`src/rtl/multicycle_controller.sv`:
```
// Control FSM for the multi-cycle RV32I datapath: sequences fetch, decode and
// per-class execute/memory/writeback steps and drives every select and enable.
module multicycle_controller #(
    parameter bit TRAP_ON_ILLEGAL = 1'b1
) (
    input  logic       clk,
    input  logic       reset,
    input  logic [6:0] opcode,
    input  logic [2:0] f3,
    input  logic [6:0] f7,
    input  logic       zero,
    output logic       adr_src,
    output logic       mem_write,
    output logic       ir_write,
    output logic       reg_write,
    output logic       pc_write,
    output logic       old_pc_write,
    output logic [2:0] imm_src,
    output logic [1:0] alu_src_a,
    output logic [1:0] alu_src_b,
    output logic [2:0] alu_function,
    output logic [1:0] result_src,
    output logic       illegal
);

    localparam logic [6:0] OP_R      = 7'b0110011;
    localparam logic [6:0] OP_I      = 7'b0010011;
    localparam logic [6:0] OP_LOAD   = 7'b0000011;
    localparam logic [6:0] OP_STORE  = 7'b0100011;
    localparam logic [6:0] OP_BRANCH = 7'b1100011;
    localparam logic [6:0] OP_JAL    = 7'b1101111;
    localparam logic [6:0] OP_JALR   = 7'b1100111;
    localparam logic [6:0] OP_LUI    = 7'b0110111;

    localparam logic [2:0] ALU_ADD  = 3'd0;
    localparam logic [2:0] ALU_SUB  = 3'd1;
    localparam logic [2:0] ALU_AND  = 3'd2;
    localparam logic [2:0] ALU_OR   = 3'd3;
    localparam logic [2:0] ALU_SLT  = 3'd4;
    localparam logic [2:0] ALU_SLTU = 3'd5;
    localparam logic [2:0] ALU_XOR  = 3'd6;

    typedef enum logic [3:0] {
        S_FETCH, S_DECODE, S_EXEC_R, S_EXEC_I, S_ALU_WB,
        S_MEM_ADDR, S_MEM_READ, S_MEM_WB, S_MEM_WRITE, S_BRANCH,
        S_JAL_LINK, S_JAL_PC, S_JALR_LINK, S_JALR_PC, S_LUI, S_ERROR
    } state_t;

    state_t     r_state;
    state_t     w_next;
    logic       w_legal;
    logic [2:0] w_opFn;
    logic [2:0] w_branchFn;
    logic       w_branchTaken;

    always_ff @(posedge clk or negedge reset) begin
        if (!reset) begin
            r_state <= S_FETCH;
        end else begin
            r_state <= w_next;
        end
    end

    // Full legality is resolved in DECODE so no illegal op ever reaches a write step.
    always_comb begin
        w_legal = 1'b0;
        case (opcode)
            OP_R:      w_legal = ((f7 == 7'b0000000) && (f3 != 3'b001) && (f3 != 3'b101)) ||
                                 ((f7 == 7'b0100000) && (f3 == 3'b000));
            OP_I:      w_legal = (f3 != 3'b001) && (f3 != 3'b101);
            OP_BRANCH: w_legal = (f3 != 3'b010) && (f3 != 3'b011);
            OP_LOAD, OP_STORE, OP_JAL, OP_JALR, OP_LUI: w_legal = 1'b1;
            default:   w_legal = 1'b0;
        endcase
    end

    always_comb begin
        w_opFn = ALU_ADD;
        case (f3)
            3'b000:  w_opFn = ((opcode == OP_R) && f7[5]) ? ALU_SUB : ALU_ADD;
            3'b010:  w_opFn = ALU_SLT;
            3'b011:  w_opFn = ALU_SLTU;
            3'b100:  w_opFn = ALU_XOR;
            3'b110:  w_opFn = ALU_OR;
            3'b111:  w_opFn = ALU_AND;
            default: w_opFn = ALU_ADD;
        endcase
    end

    // beq/bge/bgeu branch when the comparison result is zero, the others when non-zero.
    always_comb begin
        w_branchFn = ALU_SUB;
        case (f3[2:1])
            2'b10:   w_branchFn = ALU_SLT;
            2'b11:   w_branchFn = ALU_SLTU;
            default: w_branchFn = ALU_SUB;
        endcase
        w_branchTaken = zero ^ (f3[2] ^ f3[0]);
    end

    always_comb begin
        w_next       = r_state;
        adr_src      = 1'b0;
        mem_write    = 1'b0;
        ir_write     = 1'b0;
        reg_write    = 1'b0;
        pc_write     = 1'b0;
        old_pc_write = 1'b0;
        imm_src      = 3'd0;
        alu_src_a    = 2'd0;
        alu_src_b    = 2'd0;
        alu_function = ALU_ADD;
        result_src   = 2'd0;
        illegal      = 1'b0;
        case (r_state)
            S_FETCH: begin
                ir_write     = 1'b1;
                old_pc_write = 1'b1;
                pc_write     = 1'b1;
                alu_src_b    = 2'd2;
                result_src   = 2'd2;
                w_next       = S_DECODE;
            end
            S_DECODE: begin
                alu_src_a = 2'd1;
                alu_src_b = 2'd1;
                imm_src   = 3'd2;
                if (!w_legal) begin
                    w_next = TRAP_ON_ILLEGAL ? S_ERROR : S_FETCH;
                end else begin
                    case (opcode)
                        OP_R:              w_next = S_EXEC_R;
                        OP_I:              w_next = S_EXEC_I;
                        OP_LOAD, OP_STORE: w_next = S_MEM_ADDR;
                        OP_BRANCH:         w_next = S_BRANCH;
                        OP_JAL:            w_next = S_JAL_LINK;
                        OP_JALR:           w_next = S_JALR_LINK;
                        default:           w_next = S_LUI;
                    endcase
                end
            end
            S_EXEC_R: begin
                alu_src_a    = 2'd2;
                alu_function = w_opFn;
                w_next       = S_ALU_WB;
            end
            S_EXEC_I: begin
                alu_src_a    = 2'd2;
                alu_src_b    = 2'd1;
                alu_function = w_opFn;
                w_next       = S_ALU_WB;
            end
            S_ALU_WB: begin
                reg_write = 1'b1;
                w_next    = S_FETCH;
            end
            S_MEM_ADDR: begin
                alu_src_a = 2'd2;
                alu_src_b = 2'd1;
                imm_src   = (opcode == OP_STORE) ? 3'd1 : 3'd0;
                w_next    = (opcode == OP_STORE) ? S_MEM_WRITE : S_MEM_READ;
            end
            S_MEM_READ: begin
                adr_src = 1'b1;
                w_next  = S_MEM_WB;
            end
            S_MEM_WB: begin
                result_src = 2'd1;
                reg_write  = 1'b1;
                w_next     = S_FETCH;
            end
            S_MEM_WRITE: begin
                adr_src   = 1'b1;
                mem_write = 1'b1;
                w_next    = S_FETCH;
            end
            S_BRANCH: begin
                alu_src_a    = 2'd2;
                alu_function = w_branchFn;
                pc_write     = w_branchTaken;
                w_next       = S_FETCH;
            end
            S_JAL_LINK, S_JALR_LINK: begin
                alu_src_a  = 2'd1;
                alu_src_b  = 2'd2;
                result_src = 2'd2;
                reg_write  = 1'b1;
                w_next     = (r_state == S_JAL_LINK) ? S_JAL_PC : S_JALR_PC;
            end
            S_JAL_PC: begin
                alu_src_a  = 2'd1;
                alu_src_b  = 2'd1;
                imm_src    = 3'd3;
                result_src = 2'd2;
                pc_write   = 1'b1;
                w_next     = S_FETCH;
            end
            S_JALR_PC: begin
                alu_src_a  = 2'd2;
                alu_src_b  = 2'd1;
                result_src = 2'd2;
                pc_write   = 1'b1;
                w_next     = S_FETCH;
            end
            S_LUI: begin
                imm_src    = 3'd4;
                result_src = 2'd3;
                reg_write  = 1'b1;
                w_next     = S_FETCH;
            end
            S_ERROR: begin
                illegal = 1'b1;
                w_next  = S_ERROR;
            end
            default: w_next = S_FETCH;
        endcase
        // Holding reset low silences every output immediately, not just after the next edge.
        if (!reset) begin
            w_next       = S_FETCH;
            adr_src      = 1'b0;
            mem_write    = 1'b0;
            ir_write     = 1'b0;
            reg_write    = 1'b0;
            pc_write     = 1'b0;
            old_pc_write = 1'b0;
            imm_src      = 3'd0;
            alu_src_a    = 2'd0;
            alu_src_b    = 2'd0;
            alu_function = ALU_ADD;
            result_src   = 2'd0;
            illegal      = 1'b0;
        end
    end

endmodule
```
`config.mk`:
```
export PLATFORM = sky130hd
export DESIGN_NAME = multicycle_controller
export DESIGN_NICKNAME = d
export VERILOG_FILES = /design/src/rtl/multicycle_controller.sv
export SDC_FILE = /design/constraint.sdc
export NUM_CORES = 1
export LEC_CHECK = 0
export CAP_MARGIN = 40
export CORE_AREA = 3 3 55 57
export DETAILED_ROUTE_END_ITERATION = 8
export DIE_AREA = 0 0 58 60
export PLACE_DENSITY = 0.74
export SYNTH_ARGS = -nofsm -noshare
export SYNTH_HDL_FRONTEND = slang
export SYNTH_SLANG_ARGS = --single-unit
export TNS_END_PERCENT = 1
```
`constraint.sdc`:
```
create_clock -name clk -period 4.8 [get_ports clk]
set_input_delay 0.96 -clock clk [delete_from_list [all_inputs] [get_ports clk]]
set_output_delay 0.96 -clock clk [all_outputs]
set_load 0.01 [all_outputs]
```
==> impl_metrics.ini, run 1 <==
[outcome]
status = finished, final reports clean

[synth]
synth_seq_cells = 4
async_flop_share = 1.00
ys_seq_area_frac = 0.0982
ys.flop_type = dfrtp_1
ys_warn_count = 0
synth_nets = 170
yosysUniqueCellTypes = 49
syn-mean-instance-area_um2 = 6.84
syn_area_um2 = 1020
synth_edf_count = 0
synth_cells = 149

[final_layout]
nNetsFinal = 201
drive_above_1_share = 0.0618
syn_to_final_growth_pct = 32.8
final_common_cell = clkdlybuf4s50_1
finalInstanceArea_um2 = 1350
largest-register = r_state
largest_register_ffs = 4
nFillCells = 265
reg.largest.list = r_state: 4 flops
layout_common_cells = clkdlybuf4s50_1, nand2_1, nor2_1
antenna_cells = 0

[worst_setup_path]
path_class = in -> out
end_kind = output port
cp-start-kind = primary input
r2r_start = r_state[0]
crit_fanout = 6
rrSetupSlack_ns = 2.97
crit_start = opcode[3]
worst_ep_arrival_time_ns = 3.16
rr_endpoint = r_state[2]
rr_worst_depth = 5
required_ns = 3.84
endpoint = alu_function[0]

[timing]
skew_ns = 0.00320
max_freq_mhz = 243
min_period_ns = 4.12
rsz0062_at_grt = no
setup_violations = 0
fin_crit_sh = 0.859
final-hold-violation-count = 0
whs_ns = 0.910
maxSlewHeadroom = 0.555
drv_slew = 0
tightest_slew_ns = 0.667
worst_slack_ns = 0.679
tns_ns = 0

[clocking]
hold_buffers = 0
post-cts-setup-buffer-count = 0
cts.path.max_buffers = 2
cts_buffers = 3
post_cts_resize_count = 0
cts_root_buffer = clkbuf_4
cts_max_level = 1
clk_latency_ns = 0.24
cts_sinks = 4
cts_tree = built
clk_pin_slew_ns = 0.04

[grt]
grt_pass1_wl_um = 4540
use_met1 = 0.210
grt_use_met2 = 0.271
grt-busiest-layer = met2
grt_pass1_vias = 1082
grt_usage = 0.161
antenna_found_initial = 0
grt_start_max_net_pins = 25
use_met3 = 0.0324
overflow = 0

[route]
viasPerCell = 5.51
vias = 1146
drt-total-wl_um = 2610
drc = 0
first_pass_iters = 4
wl_per_cell_um = 12.5
drt_iter0_markers = 30
ant_nets = 0

[die]
die_w_um = 58
coreArea_um2 = 2520
die-area_um2 = 3480
start_util = 0.404
row_count = 18
fp.dieH_um = 60
pin_count = 39

[flow_run]
maxCapViolCount = 0

[pwr]
p_sw_uw = 281
p_seq_frac = 0.225
powerDensity_nw_per_um2 = 421
p_leak_nw = 0.491
switching_share = 0.492
ir_worst_vdd_mv = 0.201
comb_power_share = 0.699
intPower_uw = 289
p_clk_frac = 0.076

[place]
place_area_um2 = 1330
gp_congestion = 0.803
dp_hpwl_um = 2080
portBuffers = 38
preCtsSetupSlack_ns = 0.719

[worst_hold_path]
hold_path.startpoint = r_state[1]
hold_class = reg -> reg
## worst max-delay path: stages
cell,delay (ns)
clkdlybuf4s50_1,0.46
nand4bb_2,0.33
nor2_1,0.33
a32oi_1,0.16
a211oi_1,0.24
o21a_1,0.15
clkdlybuf4s50_1,0.53
## kinds of logic after synthesis
family / count (synthesis) / synth area share
flip-flops: 4 / 0.0982
AND/OR/NAND/NOR: 75 / 0.409
AO/OA/AOI/OAI: 43 / 0.286
multiplexers: 1 / 0.00982
buffers and inverters: 19 / 0.134
XOR/XNOR: 6 / 0.0515
adder cells (fa/ha/maj): 1 / 0.0123
## worst min path at each step
stage | endpoint | slack (ns) | cells after the start
CTS | r_state[1] | 0.91 | 2
detailed placement | r_state[1] | 0.91 | 2
floorplan | r_state[1] | 0.55 | 3
global route | r_state[1] | 1.0 | 2
finish | r_state[1] | 0.91 | 2
global placement | r_state[1] | 0.91 | 2
## cells in the mapped netlist, drive strengths merged (3+ instances only)
cell | count | share of area
a211oi | 3 | 0.022
a21oi | 7 | 0.034
a31oi | 3 | 0.018
and2 | 4 | 0.025
buf | 5 | 0.027
clkbuf | 7 | 0.066
dfrtp | 4 | 0.098
inv | 6 | 0.022
nand2 | 19 | 0.070
nand2b | 7 | 0.050
nand3 | 5 | 0.025
nor2 | 16 | 0.059
nor2b | 5 | 0.031
nor3 | 5 | 0.025
o211ai | 5 | 0.037
o21a | 3 | 0.022
o21ai | 9 | 0.044
xnor2 | 3 | 0.026
xor2 | 3 | 0.026
## per-stage QoR
step / power (mW) / utilization / std cells
global placement: 0.523 / 0.528 / 205
global route: 0.638 / 0.537 / 208
finish: 0.570 / 0.537 / 208
detailed placement: 0.529 / 0.528 / 205
CTS: 0.575 / 0.537 / 208
floorplan: 0.420 / - / 149
## final cells by class
cell class	count	area (µm²)	share of cell area
Inverter	6	22.5	0.0166
Clock buffer	3	22.5	0.0166
Tap cell	30	37.5	0.0277
Multi-Input combinational cell	126	783	0.579
Timing Repair Buffer	39	388	0.287
Sequential cell	4	100	0.0739
## routing by layer
layer | wire (µm) | vias up
li1 | - | 598
met2 | 1250 | 45
met5 | 0 | -
met4 | 17 | 0
met1 | 1160 | 501
met3 | 182 | 2
## power by group through the flow
stage / Combinational (mW) / Sequential, mW / Clock [mW]
6_report: 0.398 / 0.128 / 0.0431
3_3_place_gp: 0.394 / 0.129 / 0
3_5_place_dp: 0.400 / 0.129 / 0
4_1_cts: 0.402 / 0.128 / 0.0455
5_1_grt: 0.452 / 0.138 / 0.0481
2_1_floorplan: 0.363 / 0.0569 / 0
(Power assumes the default switching activity.)
==> run 2, diff against run 1 <==
- CELL_PAD_IN_SITES_DETAIL_PLACEMENT: unset -> 0
- CELL_PAD_IN_SITES_GLOBAL_PLACEMENT: unset -> 1
- CORE_AREA: 3 3 55 57 -> 3 3 61 63
- DIE_AREA: 0 0 58 60 -> 0 0 64 66
- PLACE_DENSITY: 0.74 -> 0.84
==> run 2 against run 1 <==
Utilization down 12 points. Flip-flop and latch count stayed put. Non-clock buffer count stayed put. Combinational power barely moved. Wire length grew 1.0%. Clock power decreased by 5.8%. Highest routed layer unchanged.
==> impl_metrics.ini, run 2 (synthesis results as in run 1) <==
[outcome]
status = finished, final reports clean

[timing]
min_period_ns = 4.13
setup_violations = 0
maxSlewHeadroom = 0.533
final-hold-violation-count = 0
worst_slack_ns = 0.668
skew_ns = 0.00151
rsz0062_at_grt = no
max_freq_mhz = 242
tns_ns = 0
tightest_slew_ns = 0.700
drv_slew = 0
fin_crit_sh = 0.861

[route]
viasPerCell = 5.22
first_pass_iters = 4
vias = 1169
drc = 0
drt-total-wl_um = 2630
ant_nets = 0
wl_per_cell_um = 11.7
drt_iter0_markers = 90

[grt]
grt_usage = 0.131
grt_pass1_vias = 1065
overflow = 0
grt_start_max_net_pins = 25
grt-busiest-layer = met2
grt_use_met2 = 0.215
grt_pass1_wl_um = 4620
use_met1 = 0.179
use_met3 = 0.00680
antenna_found_initial = 0

[final_layout]
drive_above_1_share = 0.0618
reg.largest.list = r_state: 4 flops
nNetsFinal = 201
layout_common_cells = clkdlybuf4s50_1, nand2_1, nor2_1
largest-register = r_state
antenna_cells = 0
postLayoutCoreUtil = 0.418
final_cells = 224
syn_to_final_growth_pct = 34.7
largest_register_ffs = 4
final_common_cell = clkdlybuf4s50_1

[clocking]
cts_max_level = 1
cts_buffers = 3
cts_sinks = 4
post_cts_resize_count = 0
hold_buffers = 0
cts_tree = built
post-cts-setup-buffer-count = 0
clk_pin_slew_ns = 0.04
clk_latency_ns = 0.23
cts_root_buffer = clkbuf_4
cts.path.max_buffers = 2

[worst_setup_path]
crit_buf_inv = 2
crit_top_cell = clkdlybuf4s50_1
slowest_delay_ns = 0.53
crit_fanout = 6
cp_top_family = buffers and inverters
path_cells = clkdlybuf4s50_1 -> nand4bb_2 -> nor2_1 -> a32oi_1 -> a211oi_1 -> o21a_1 -> clkdlybuf4s50_1
path_class = in -> out
end_kind = output port
cp_slowest_cell = clkdlybuf4s50_1
required_ns = 3.84
cp-start-kind = primary input
worst_ep_arrival_time_ns = 3.17

[die]
fp.dieH_um = 66
pin_count = 39
row_count = 21
coreArea_um2 = 3280
die-area_um2 = 4220
die_w_um = 64
start_util = 0.310

[pwr]
p_clk_frac = 0.072
switching_share = 0.490
intPower_uw = 289
p_leak_nw = 0.491
ir_worst_vdd_mv = 0.101
p_sw_uw = 278
comb_power_share = 0.698
powerDensity_nw_per_um2 = 413
p_seq_frac = 0.231

[place]
gp_congestion = 0.809
portBuffers = 38
preCtsSetupSlack_ns = 0.670
dp_hpwl_um = 2050
placed_cells = 221

[worst_hold_path]
hold_class = reg -> reg

[flow_run]
maxCapViolCount = 0
## run 2: cell counts in the layout (fill, tap and decap cells not counted)
No cell type changed its count.
## run 2: power groups by stage
stage          logic [mW]  registers (mW)  clock network [mW]
2_1_floorplan       0.363          0.0569                   0
3_3_place_gp        0.396           0.131                   0
3_5_place_dp        0.397           0.130                   0
4_1_cts             0.400           0.131              0.0419
5_1_grt             0.449           0.141              0.0450
6_report            0.395           0.131              0.0406
## run 2: worst paths after layout
kind / start / endpoint / slack, ns / depth (start not counted)
setup reg to reg: r_state[1] / r_state[3] / 2.99 / 5
min in group asynchronous: reset / r_state[2] / 1.01 / 1
hold reg to reg: r_state[1] / r_state[1] / 0.92 / 2
max in group asynchronous: reset / r_state[3] / 3.53 / 1
setup / recovery: opcode[3] / alu_function[0] / 0.67 / 7
hold / removal: r_state[1] / r_state[1] / 0.92 / 2
## run 2: metrics by stage
| stage | cell area, µm² | hold WS, ns | power, mW |
|---|---|---|---|
| floorplan | 1020 | 0.553 | 0.420 |
| global placement | 1350 | 0.915 | 0.526 |
| detailed placement | 1350 | 0.905 | 0.528 |
| CTS | 1370 | 0.912 | 0.572 |
| global route | 1370 | 0.992 | 0.635 |
| finish | 1370 | 0.925 | 0.567 |
## run 2: metal layers
metal,vias to the layer above,part of all wire
met3,4,0.054
met5,-,0
met2,42,0.47
li1,598,-
met4,0,0.014
met1,525,0.46
## run 2: worst min-delay path, delay by kind of cell (launching register included)
kind | cells | cell delay, ns
and+or+nand+nor | 1 | 0.18
AOI/OAI and AO/OA | 1 | 0.07
DFF | 1 | 0.63
## run 2: area by class of cell
| type | instances | area (µm²) |
|---|---|---|
| well taps | 46 | 57.6 |
| fillers | 359 | 1910 |
| clock buffers | 3 | 22.5 |
| inverters | 6 | 22.5 |
| flip-flops and latches | 4 | 100 |
| repair buffers | 39 | 388 |
| multi-input cells | 126 | 783 |
==> run 3, diff against run 2 <==
- CORE_AREA: 3 3 61 63 -> 2 2 60 62
- DIE_AREA: 0 0 64 66 -> 0 0 62 64
==> run 3 against run 2 <==
Clock skew grew 0.0018 ns. Critical path type unchanged. Worst setup slack worse by 0.031 ns. Total power up 1.4%. Non-clock buffer count did not move. Via count shrank 1.6%. Utilization unchanged. Sequential share of layout area unchanged. Sequential power about the same. Final area unchanged. Maximum frequency down 0.74%. Highest routed layer unchanged. Wire length rose by 3.0%. Largest power group unchanged.
==> impl_metrics.ini, run 3 (synthesis results as in run 1) <==
[pwr]
p_leak_nw = 0.491
powerDensity_nw_per_um2 = 418
ir_worst_vdd_mv = 0.119
finalPower_uw = 575

[clocking]
cts.path.max_buffers = 2
cts_tree = built
cts_root_buffer = clkbuf_4
clk_pin_slew_ns = 0.04
post_cts_resize_count = 0
post-cts-setup-buffer-count = 0
clk_latency_ns = 0.25
cts_max_level = 1
cts_buffers = 3
cts_sinks = 4
hold_buffers = 0

[die]
coreArea_um2 = 3280
pin_count = 39
row_count = 21
die-area_um2 = 3970
die_w_um = 62
fp.dieH_um = 64
start_util = 0.310

[final_layout]
largest_register_ffs = 4
final_cells = 224
reg.largest.list = r_state: 4 flops
final_common_cell = clkdlybuf4s50_1
layout_common_cells = clkdlybuf4s50_1, nand2_1, nor2_1
drive_above_1_share = 0.0618
largest-register = r_state
antenna_cells = 0
nNetsFinal = 201
syn_to_final_growth_pct = 34.7
nFillCells = 365

[timing]
final-hold-violation-count = 0
maxSlewHeadroom = 0.525
min_period_ns = 4.16
whs_ns = 0.901
max_freq_mhz = 240
skew_ns = 0.00332
fin_crit_sh = 0.867
setup_violations = 0
rsz0062_at_grt = no
tightest_slew_ns = 0.712
drv_slew = 0
tns_ns = 0

[grt]
overflow = 0
grt_pass1_wl_um = 4620
grt_pass1_vias = 1069
grt_start_max_net_pins = 25
antenna_found_initial = 0
grt_usage = 0.145

[worst_setup_path]
worst_ep_arrival_time_ns = 3.20
required_ns = 3.84
crit_fanout = 6
cp-start-kind = primary input
path_class = in -> out
rr_worst_depth = 5
rrSetupSlack_ns = 2.98
end_kind = output port

[flow_run]
maxCapViolCount = 0

[worst_hold_path]
hold_class = reg -> reg
whs_path_depth = 2

[route]
ant_nets = 0
drc = 0
vias = 1150
viasPerCell = 5.13
first_pass_iters = 4
drt-total-wl_um = 2710
drt_iter0_markers = 25
wl_per_cell_um = 12.1

[place]
dp_hpwl_um = 2090
gp_congestion = 0.846
portBuffers = 38
placed_cells = 221

[outcome]
status = finished, final reports clean
-- run 3: worst paths after layout --
path | startpoint | to
setup / recovery | opcode[3] | alu_function[0]
hold / removal | r_state[1] | r_state[1]
setup reg to reg | r_state[0] | r_state[2]
hold reg to reg | r_state[1] | r_state[1]
max in group asynchronous | reset | r_state[1]
min in group asynchronous | reset | r_state[0]
-- run 3: routing by layer --
layer / wire (µm) / track usage
met5: 0 / 0
met4: 20 / 0.0399
met3: 142 / 0.0121
met2: 1240 / 0.230
met1: 1310 / 0.204
-- run 3: worst max-delay path, cell delays in order --
cell             delay (ns)
clkdlybuf4s50_1        0.46
nand4bb_2              0.33
nor2_1                 0.37
a32oi_1                0.17
a211oi_1               0.23
o21a_1                 0.15
clkdlybuf4s50_1        0.53
-- run 3: per-stage QoR --
stage	worst slack (ns)	utilization	instance area, µm²
floorplan	1.83	-	1020
finish	0.637	0.418	1370
global placement	0.746	0.411	1350
detailed placement	0.678	0.411	1350
global route	0.487	0.418	1370
CTS	0.672	0.418	1370
-- run 3: final cells by class --
class                           count  area (µm²)  area share
Clock buffer                        3        22.5      0.0164
Multi-Input combinational cell    126         783       0.570
Inverter                            6        22.5      0.0164
Tap cell                           46        57.6      0.0419
Timing Repair Buffer               39         388       0.282
Sequential cell                     4         100      0.0729
-- run 3: power by group --
group	leakage, nW	internal [mW]	total (mW)	switching, mW
clock	0.0138	0.0281	0.0445	0.0164
combinational	0.424	0.213	0.398	0.185
sequential	0.0531	0.0476	0.132	0.0843
==> patch, RTL diff (settings of run 1) <==
Register the inputs `opcode`, `f3`, `f7` and `zero` before use, with the module's reset. The logic sees them one clock later.
--- a/src/rtl/multicycle_controller.sv
+++ b/src/rtl/multicycle_controller.sv
@@ -47,4 +47,23 @@
     } state_t;
 
+    logic [6:0] opcode_q;
+    logic [2:0] f3_q;
+    logic [6:0] f7_q;
+    logic zero_q;
+
+    always_ff @(posedge clk or negedge reset) begin
+        if (!reset) begin
+            opcode_q <= '0;
+            f3_q     <= '0;
+            f7_q     <= '0;
+            zero_q   <= '0;
+        end else begin
+            opcode_q <= opcode;
+            f3_q     <= f3;
+            f7_q     <= f7;
+            zero_q   <= zero;
+        end
+    end
+
     state_t     r_state;
     state_t     w_next;
@@ -65,9 +84,9 @@
     always_comb begin
         w_legal = 1'b0;
-        case (opcode)
-            OP_R:      w_legal = ((f7 == 7'b0000000) && (f3 != 3'b001) && (f3 != 3'b101)) ||
-                                 ((f7 == 7'b0100000) && (f3 == 3'b000));
-            OP_I:      w_legal = (f3 != 3'b001) && (f3 != 3'b101);
-            OP_BRANCH: w_legal = (f3 != 3'b010) && (f3 != 3'b011);
+        case (opcode_q)
+            OP_R:      w_legal = ((f7_q == 7'b0000000) && (f3_q != 3'b001) && (f3_q != 3'b101)) ||
+                                 ((f7_q == 7'b0100000) && (f3_q == 3'b000));
+            OP_I:      w_legal = (f3_q != 3'b001) && (f3_q != 3'b101);
+            OP_BRANCH: w_legal = (f3_q != 3'b010) && (f3_q != 3'b011);
             OP_LOAD, OP_STORE, OP_JAL, OP_JALR, OP_LUI: w_legal = 1'b1;
             default:   w_legal = 1'b0;
@@ -77,6 +96,6 @@
     always_comb begin
         w_opFn = ALU_ADD;
-        case (f3)
-            3'b000:  w_opFn = ((opcode == OP_R) && f7[5]) ? ALU_SUB : ALU_ADD;
+        case (f3_q)
+            3'b000:  w_opFn = ((opcode_q == OP_R) && f7_q[5]) ? ALU_SUB : ALU_ADD;
             3'b010:  w_opFn = ALU_SLT;
             3'b011:  w_opFn = ALU_SLTU;
@@ -91,10 +110,10 @@
     always_comb begin
         w_branchFn = ALU_SUB;
-        case (f3[2:1])
+        case (f3_q[2:1])
             2'b10:   w_branchFn = ALU_SLT;
             2'b11:   w_branchFn = ALU_SLTU;
             default: w_branchFn = ALU_SUB;
         endcase
-        w_branchTaken = zero ^ (f3[2] ^ f3[0]);
+        w_branchTaken = zero_q ^ (f3_q[2] ^ f3_q[0]);
     end
 
@@ -129,5 +148,5 @@
                     w_next = TRAP_ON_ILLEGAL ? S_ERROR : S_FETCH;
                 end else begin
-                    case (opcode)
+                    case (opcode_q)
                         OP_R:              w_next = S_EXEC_R;
                         OP_I:              w_next = S_EXEC_I;
@@ -158,6 +177,6 @@
                 alu_src_a = 2'd2;
                 alu_src_b = 2'd1;
-                imm_src   = (opcode == OP_STORE) ? 3'd1 : 3'd0;
-                w_next    = (opcode == OP_STORE) ? S_MEM_WRITE : S_MEM_READ;
+                imm_src   = (opcode_q == OP_STORE) ? 3'd1 : 3'd0;
+                w_next    = (opcode_q == OP_STORE) ? S_MEM_WRITE : S_MEM_READ;
             end
             S_MEM_READ: begin
Behaviour: not the same (Yosys sat finds a counterexample within 4 cycles, from zero or initial values and one cycle with reset low).
==> patch against run 1 <==
Register-to-register slack about the same; first-iteration DRC count grew 47%; worst setup slack gained 0.41 ns; wire length up 17%; core utilization rose by 19 points; area after synthesis increased by 44%; clock skew about the same; sequential cell count increased by 18; power rose by 39%; sequential share of layout area up 23 points; combinational power about the same; final area rose by 35%; sequential power rose by 130%; critical endpoint is now alu_src_b[0]; largest power group unchanged; highest routed layer unchanged.
==> patch: results (changes against run 1) <==
peak supply drop 0.0003279 V (+63%); sequential area share after synthesis 37.45% (+28 points); status finished, final reports clean; gr usage total 19.39% (+3.3 points); nets 220 (+9.5%); antenna cells 0 (unchanged); First DRT Iteration DRCs 44 (+47%); leakage power 0.7125 nW (+45%); CTS Buf Count 3 (unchanged); critical path arrival 2.75 ns (-0.41 ns); Post-synth top cells 22 x dfrtp_1, 19 x nand2_1, 16 x nor2_1; clock skew 0.003458 ns (+0.0002579 ns); CP Max Fanout 18 (+12); worst r2r dst r_state[0]$_DFF_PN0_; Slew headroom 54.26% (-1.3 points); CTS clk-pin slew, worst paths 0.11 ns (+0.07 ns); adder-cell share of the synthesized area 0.8511% (-0.38 points); Via density 5.715 (+3.7%); gpl congestion 0.7830 (-2.5%); Area contributors post-synth dfrtp_1 37%, nand2_1 4.9%, nor2_1 4.1%, clkbuf_8 3.7%, o21ai_0 3.1%; vias in the first global route 1251 (+16%); post-CTS sizing 0 (unchanged); Port Buffer Count 38 (unchanged); Hold EP r_state[2]$_DFF_PN0_; Top Family by Delay on Critical Path buffers and inverters; biggest regs f7_q x7, opcode_q x7, r_state x4; H-tree depth 1 (unchanged); Min-Delay Path Class reg2reg; dpl hpwl 2.359 mm (+13%); Ys Warns 0 (unchanged); FILL cells 197 (-26%); largest net degree at the start of global routing 25 (unchanged); delay of the slowest critical-path stage 0.82 ns (+0.29 ns); RR Startpoint f7_q[1]$_DFF_PN0_; Post-Synth XOR/XNOR Area 3.574% (-1.6 points); fraction of layout cells with a size suffix above 1 6.566% (+0.39 points); hold depth 3 (+1); Vias 1303 (+14%); global-route wire length before repair 5.292 mm (+17%); fraction of the mapped netlist area in compound gates 19.83% (-8.8 points); worst min-delay path startpoint opcode_q[3]$_DFF_PN0_; r2r setup slk 2.96 ns (about the same); initial antenna violation count 0 (unchanged); net count after synthesis 188 (+11%); clock latency on the worst-skew pair 0.29 ns (+0.05 ns); DR pass1 iterations 6 (+2); post-synthesis mux area share 0.6809% (-0.30 points); routed length per instance 13.31 µm (+6.3%)
==> patch: cell count changes after synthesis <==
cell and change:
dfrtp_1 +18
==> patch: cell families (layout without fill, tap and decap cells) <==
| kind of cell | Yosys count | in the layout |
|---|---|---|
| AOI/OAI and AO/OA | 43 | 43 |
| xor gates and xnor gates | 6 | 6 |
| adders and majority gates | 1 | 1 |
| buffers and inverters | 19 | 50 |
| DFF | 22 | 22 |
| muxes | 1 | 1 |
| and+or+nand+nor | 75 | 75 |
==> patch: layer usage <==
layer | track usage (%) | share of wire, %
met1 | 22.07 | 41
met2 | 37.10 | 52
met4 | 7.616 | 1.7
met3 | 1.728 | 4.8
met5 | 0 | 0
==> patch: worst max path at each step <==
stage	start	end	cells past startpoint
after detailed placement	reset	alu_src_b[0]	4
after floorplan	reset	old_pc_write	3
final	reset	alu_src_b[0]	4
after global routing	reset	alu_src_b[0]	4
after global placement	reset	alu_src_b[0]	4
after CTS	reset	alu_src_b[0]	4
==> patch: tightest hold or removal path, stage by stage (launching register included) <==
cell	delay, ns
dfrtp_1	0.42
o2bb2ai_1	0.14
nand2b_1	0.06
o21a_1	0.10
==> patch: through the flow <==
step,area (µm²),utilization [%],hold WS [ns],cells,worst slack (ns)
final,1826,72.37,0.7515,228,1.088
after global routing,1826,72.37,0.7993,228,0.9252
after CTS,1826,72.37,0.7600,228,1.061
after detailed placement,1789,70.93,0.7351,224,1.071
after global placement,1789,70.93,0.7249,224,1.130
after floorplan,1470,-,0.5528,167,2.309
==> patch: layout make-up <==
class	instances	area (µm²)	area share, %
sequential	22	550.5	30.16
clock buffer	4	36.28	1.988
timing repair buffer	40	395.4	21.66
tap	30	37.54	2.056
inverter	6	22.52	1.234
multi-input combinational	126	783.3	42.91
==> patch: power by group <==
| group | switching (mW) | internal (mW) | leakage [nW] | total (mW) |
|---|---|---|---|---|
| Sequential | 0.0912 | 0.207 | 0.263 | 0.298 |
| Combinational | 0.185 | 0.214 | 0.429 | 0.398 |
| Clock | 0.0494 | 0.0462 | 0.0210 | 0.0957 |
